<file path="src/rtl/fetch_unit.sv">
// fetch_unit: PC, bounded outstanding instruction reads and a small instruction FIFO toward decode.
// Optional macro FETCH_PERF_EN adds the perf_fetched / perf_stall counter ports.
module fetch_unit #(
  parameter int                ADDR_W    = 32,
  parameter logic [ADDR_W-1:0] RESET_PC  = {ADDR_W{1'b0}},
  parameter int                BUF_DEPTH = 2,
  parameter int                MAX_OUT   = 2
) (
  input  logic              clk,
  input  logic              rst,
  input  logic              fetch_en,
  input  logic              br_taken,
  input  logic [ADDR_W-1:0] br_target,
  output logic              imem_req_valid,
  input  logic              imem_req_ready,
  output logic [ADDR_W-1:0] imem_req_addr,
  input  logic              imem_rsp_valid,
  input  logic [31:0]       imem_rsp_data,
  output logic              instr_valid,
  input  logic              instr_ready,
  output logic [31:0]       instr,
  output logic [ADDR_W-1:0] instr_pc
`ifdef FETCH_PERF_EN
  ,
  output logic [31:0]       perf_fetched,
  output logic [31:0]       perf_stall
`endif
);
  localparam int PW = $clog2(BUF_DEPTH);
  localparam int CW = $clog2(BUF_DEPTH + 1);
  localparam int OW = 3;
  localparam int SW = ((CW > OW) ? CW : OW) + 1;

  typedef enum logic [1:0] {
    S_IDLE  = 2'd0,
    S_RUN   = 2'd1,
    S_FLUSH = 2'd2
  } state_t;

  state_t            r_state, w_state_next;
  logic [ADDR_W-1:0] r_pc;
  logic [OW-1:0]     r_out, r_drop;
  logic [OW-1:0]     w_out_next, w_drop_next, w_live;
  logic [SW-1:0]     w_used;
  logic [CW-1:0]     r_count;
  logic [PW-1:0]     r_rd_ptr, r_wr_ptr;
  logic [31:0]       r_mem_data [BUF_DEPTH];
  logic [ADDR_W-1:0] r_mem_pc   [BUF_DEPTH];
  logic [ADDR_W-1:0] w_tag;
  logic              w_accept, w_push, w_pop, w_drop_rsp;

  // Live reads are sequential and end at pc-4, so the oldest one belongs to pc - 4*outstanding.
  always_comb begin
    w_live         = r_out - r_drop;
    w_used         = SW'(r_count) + SW'(w_live);
    imem_req_valid = fetch_en & (r_state != S_IDLE) & ~br_taken &
                     (r_out < OW'(MAX_OUT)) & (w_used < SW'(BUF_DEPTH));
    w_accept       = imem_req_valid & imem_req_ready;
    w_drop_rsp     = imem_rsp_valid & (r_drop != {OW{1'b0}});
    w_push         = imem_rsp_valid & (r_drop == {OW{1'b0}}) & ~br_taken;
    w_pop          = instr_valid & instr_ready;
    w_out_next     = r_out + OW'(w_accept) - OW'(imem_rsp_valid);
    w_drop_next    = br_taken ? w_out_next : (r_drop - OW'(w_drop_rsp));
    w_tag          = r_pc - (ADDR_W'(r_out) << 2);
  end

  // Next-state logic: redirect with reads in flight enters FLUSH until all are drained.
  always_comb begin
    w_state_next = r_state;
    case (r_state)
      S_IDLE: w_state_next = S_RUN;
      S_RUN, S_FLUSH: begin
        if (br_taken) begin
          w_state_next = (w_out_next != {OW{1'b0}}) ? S_FLUSH : S_RUN;
        end else if ((r_state == S_FLUSH) && (w_drop_next == {OW{1'b0}})) begin
          w_state_next = S_RUN;
        end else begin
          w_state_next = r_state;
        end
      end
      default: w_state_next = S_IDLE;
    endcase
  end

  // State, PC, outstanding and stale-read counters.
  always_ff @(posedge clk or posedge rst) begin
    if (rst) begin
      r_state <= S_IDLE;
      r_pc    <= RESET_PC;
      r_out   <= {OW{1'b0}};
      r_drop  <= {OW{1'b0}};
    end else begin
      r_state <= w_state_next;
      r_out   <= w_out_next;
      r_drop  <= w_drop_next;
      if (br_taken) begin
        r_pc <= br_target & {{(ADDR_W-2){1'b1}}, 2'b00};
      end else if (w_accept) begin
        r_pc <= r_pc + ADDR_W'(32'd4);
      end else begin
        r_pc <= r_pc;
      end
    end
  end

  // Instruction FIFO; a redirect empties it in the same cycle it discards any response.
  always_ff @(posedge clk or posedge rst) begin
    if (rst) begin
      r_rd_ptr <= {PW{1'b0}};
      r_wr_ptr <= {PW{1'b0}};
      r_count  <= {CW{1'b0}};
      for (int i = 0; i < BUF_DEPTH; i++) begin
        r_mem_data[i] <= 32'd0;
        r_mem_pc[i]   <= {ADDR_W{1'b0}};
      end
    end else if (br_taken) begin
      r_rd_ptr <= {PW{1'b0}};
      r_wr_ptr <= {PW{1'b0}};
      r_count  <= {CW{1'b0}};
    end else begin
      if (w_push) begin
        r_mem_data[r_wr_ptr] <= imem_rsp_data;
        r_mem_pc[r_wr_ptr]   <= w_tag;
        r_wr_ptr             <= r_wr_ptr + PW'(1'b1);
      end
      if (w_pop) begin
        r_rd_ptr <= r_rd_ptr + PW'(1'b1);
      end
      r_count <= r_count + CW'(w_push) - CW'(w_pop);
    end
  end

  assign imem_req_addr = r_pc;
  assign instr_valid   = (r_count != {CW{1'b0}});
  assign instr         = r_mem_data[r_rd_ptr];
  assign instr_pc      = r_mem_pc[r_rd_ptr];

`ifdef FETCH_PERF_EN
  logic [31:0] r_perf_fetched, r_perf_stall;

  // Pop count and decode-starved cycles, both free-running and wrapping.
  always_ff @(posedge clk or posedge rst) begin
    if (rst) begin
      r_perf_fetched <= 32'd0;
      r_perf_stall   <= 32'd0;
    end else begin
      if (w_pop) begin
        r_perf_fetched <= r_perf_fetched + 32'd1;
      end
      if (instr_ready & ~instr_valid & (r_state != S_IDLE)) begin
        r_perf_stall <= r_perf_stall + 32'd1;
      end
    end
  end

  assign perf_fetched = r_perf_fetched;
  assign perf_stall   = r_perf_stall;
`endif

  fetch_unit_chk #(
    .BUF_DEPTH (BUF_DEPTH),
    .MAX_OUT   (MAX_OUT),
    .CW        (CW),
    .OW        (OW)
  ) u_chk (
    .clk         (clk),
    .rst         (rst),
    .push        (w_push),
    .pop         (w_pop),
    .count       (r_count),
    .outstanding (r_out),
    .drop        (r_drop)
  );
endmodule

// fetch_unit_chk: structural invariants of the fetch FIFO and read accounting.
module fetch_unit_chk #(
  parameter int BUF_DEPTH = 2,
  parameter int MAX_OUT   = 2,
  parameter int CW        = 2,
  parameter int OW        = 3
) (
  input logic          clk,
  input logic          rst,
  input logic          push,
  input logic          pop,
  input logic [CW-1:0] count,
  input logic [OW-1:0] outstanding,
  input logic [OW-1:0] drop
);
  a_no_overflow: assert property (@(posedge clk) disable iff (rst)
    !(push && !pop && (count == CW'(BUF_DEPTH))));
  a_out_bound: assert property (@(posedge clk) disable iff (rst)
    outstanding <= OW'(MAX_OUT));
  a_drop_bound: assert property (@(posedge clk) disable iff (rst)
    drop <= outstanding);
endmodule

</file>
<file path="config.mk">
export PLATFORM = sky130hd
export DESIGN_NAME = fetch_unit
export DESIGN_NICKNAME = d
export VERILOG_FILES = /design/src/rtl/fetch_unit.sv
export SDC_FILE = /design/constraint.sdc
export NUM_CORES = 1
export LEC_CHECK = 0
export ABC_AREA = 1
export BUFFER_PORTS_ARGS = -buffer_cell sky130_fd_sc_hd__buf_2
export CELL_PAD_IN_SITES_DETAIL_PLACEMENT = 1
export CELL_PAD_IN_SITES_GLOBAL_PLACEMENT = 2
export CORE_AREA = 2 2 185 187
export DETAILED_ROUTE_END_ITERATION = 7
export DIE_AREA = 0 0 187 189
export PLACE_DENSITY_LB_ADDON = 0.3
export SLEW_MARGIN = 20
export SYNTH_ARGS = -nofsm -noshare
export SYNTH_HDL_FRONTEND = slang
export SYNTH_SLANG_ARGS = --single-unit
</file>
<file path="constraint.sdc">
create_clock -name clk -period 4.8 [get_ports clk]
set_input_delay 0.72 -clock clk [delete_from_list [all_inputs] [get_ports clk]]
set_output_delay 0.72 -clock clk [all_outputs]
set_load 0.02 [all_outputs]
</file>
==> reports/results.ini <==
[outcome]
status=finished clean

[grt]
antenna_found_initial=0
grt_use_met2_pct=29.4
top_usage_layer=met2
grt_pass1_vias=8961
gr-total-overflow=0
grt_max_degree=167
grt_use_total_pct=17.7
met3_usage_pct=2.37
grt_util_met1_pct=24.2
grt_first_pass_wirelength_um=49500

[synthesis]
synth.most_common_cell=nand2_1
synth_edf_count=0
synth.distinct_cells=36
syn_inst=1328
ys_seq_area_share_pct=43.6
yosysWarnings=0
synthArstFlopShare_pct=100
avgSynthCellArea_sq_um=7.17
synth_area_leaders=dfrtp_1 (44%), nand2_1 (22%), nand3_1 (5.1%), o21ai_0 (5.0%), inv_1 (4.1%)
syn_area_sq_um=9520
synth_top_area_share_pct=43.6
synth_area_leader_cell=dfrtp_1
synth_commonest_cells=nand2_1 (568), dfrtp_1 (166), inv_1 (103), nand3_1 (98), o21ai_0 (95)
synth_seq_cells=166
ys.flop_type=dfrtp_1

[route]
ant_nets=0
num_vias=8599
drt_iter0_drc=375
dr.pass1.iters=4
wl_per_cell_um=15.8
vias_per_cell=4.50
wl_um=30100
drc_errors=0

[cts]
ctsHoldBuffers=0
clock_sinks=166
cts_tree=done
ctsResizeCount=0
clk_latency_ns=0.44
htree_levels=4
cts_buffer_depth=2
numCtsBuffers=17
path_clk_slew_ns=0.07
post-cts-setup-buffers=0
cts_root_buf=clkbuf_16

[die]
dieArea_sq_um=35300
rows=67
ios=169
die_y_um=189
die_x_um=187
coreArea_sq_um=33300
start_util_pct=28.6

[sta]
fmax_mhz=246
tightestPinTransition_ns=1.00
tns_ns=0
rsz0062_at_grt=no
relSlewSlack_pct=33.2
finClkSkew_ns=0.00738
slew_viol_final=0
setup_violations=0
hold_viol=0
post-route-min-period_ns=4.07
fin_crit_sh_pct=84.7

[placement]
dp_cells=1879
gp_congestion=0.829
numPortBuffers=162
dpl.hpwl_um=21500

[power_and_ir_drop]
peakVddDrop_mv=0.262
p_leak_nw=5.85
p_per_area_nw_per_um2=527

[cells_and_area]
fill_cells=4214
area_delta_synth_final_pct=17.6
layout-drive-gt1-share_pct=16.9
nNetsFinal=1541
final_cell_count_no_fill=1910
n_antenna_cell=0

[setup_path]
crit_path_end_kind=flop
path_max_fanout=3
critPathKind=flop to flop
start_kind=flop
crit_required_ns=5.17
worstPathArrival_ns=4.44

[flow_run]
maxCapViolCount=0

[hold_path]
min_path_type=flop to flop

## per-stage QoR
stage | hold WS, ns | area [sq um] | setup slack [ns] | utilization (%) | total power [mW]
3_3_place_gp | 0.454 | 10600 | 0.876 | 31.9 | 4.52
2_1_floorplan | 0.442 | 9540 | 0.990 | - | 3.76
6_report | 0.469 | 11200 | 0.735 | 33.7 | 5.90
3_5_place_dp | 0.458 | 10600 | 0.744 | 31.9 | 4.59
4_1_cts | 0.472 | 11200 | 0.696 | 33.7 | 6.02
5_1_grt | 0.485 | 11200 | 0.360 | 33.7 | 6.39
## final cells by class
cell class                 count  area [sq um]  share of cell area [%]
clock buffer                  20           457                    4.08
clock inverter                11           126                    1.13
inverter                     113           428                    3.82
multi-input combinational    980          4570                    40.8
sequential                   166          4160                    37.1
tap                          448           561                    5.01
timing repair buffer         172           898                    8.02
## final timing paths
check	cells after the start	slack, ns	end	start
max in group asynchronous	3	3.52	imem_req_addr[28]	rst
min in group asynchronous	3	0.51	r_count[0]	rst
worst max-delay path	19	0.73	r_state[0]	r_out[0]
worst min-delay path	2	0.47	r_mem_data[2]	r_mem_data[2]
worst max register to register	19	0.73	r_state[0]	r_out[0]
worst min register to register	2	0.47	r_mem_data[2]	r_mem_data[2]
## worst max-delay path: stages (launching register included)
cell and delay (ns):
dfrtp_1 0.41, inv_1 0.07, ha_1 0.14, inv_1 0.05, fa_1 0.48, fa_1 0.50
nand3b_1 0.18, nor3_1 0.20, nand4_1 0.18, ha_1 0.31, inv_1 0.04, ha_1 0.19
fa_1 0.51, nand2_1 0.11, o21ai_0 0.12, nor2_1 0.17, nand3_1 0.11, nand2_1 0.10
nand3_1 0.08, nand2_1 0.07
## report_power, final
| group | total, mW | switching [mW] | internal (mW) |
|---|---|---|---|
| clock network | 1.39 | 0.600 | 0.792 |
| logic | 2.31 | 1.53 | 0.779 |
| registers | 2.20 | 0.345 | 1.85 |
| total | 5.90 | 2.48 | 3.43 |
## per-layer routing
metal,routed length [um],share of wire [%]
met5,0,0
met4,346,1.1
met3,830,2.8
met2,14200,47
met1,14800,49
## sequential cells by signal (all words and copies together) (netlist names)
register and cells:
r_mem_data 64, r_mem_pc 60, imem_req_addr 30, r_drop 3
r_out 3, r_count 2, r_state 2, r_rd_ptr 1
r_wr_ptr 1
## placed cells by master (no fill, tap or decap), types with 2 or more instances in the layout
cell / netlist / final
nand2_1: 568 / 568
dfrtp_1: 166 / 165
buf_2: 35 / 162
inv_1: 103 / 102
nand3_1: 98 / 98
o21ai_0: 95 / 95
nor2_1: 88 / 88
xor2_1: 26 / 26
o21ai_1: 21 / 21
clkbuf_16: 0 / 17
ha_1: 16 / 16
inv_2: 10 / 10
nor2_2: 10 / 10
buf_4: 10 / 9
nand4_1: 8 / 8
xnor2_1: 8 / 8
nor2_4: 6 / 6
clkinvlp_4: 0 / 5
nand2_2: 4 / 4
fa_1: 4 / 4
conb_1: 1 / 4
nand3_2: 3 / 3
nand2_4: 3 / 3
nor2_8: 3 / 3
a21oi_1: 3 / 3
a31oi_1: 3 / 3
nand3b_1: 2 / 2
clkinv_4: 0 / 2
clkinv_2: 0 / 2
bufinv_16: 0 / 2
clkbuf_8: 0 / 2
## cell families after synthesis
group	synth area share [%]
compound gates	6.53
xor+xnor	3.47
fa+ha+maj	2.94
buf+inv	8.47
flops	43.6
other cells	0.0394
simple gates	34.9
(Power assumes the default switching activity.)
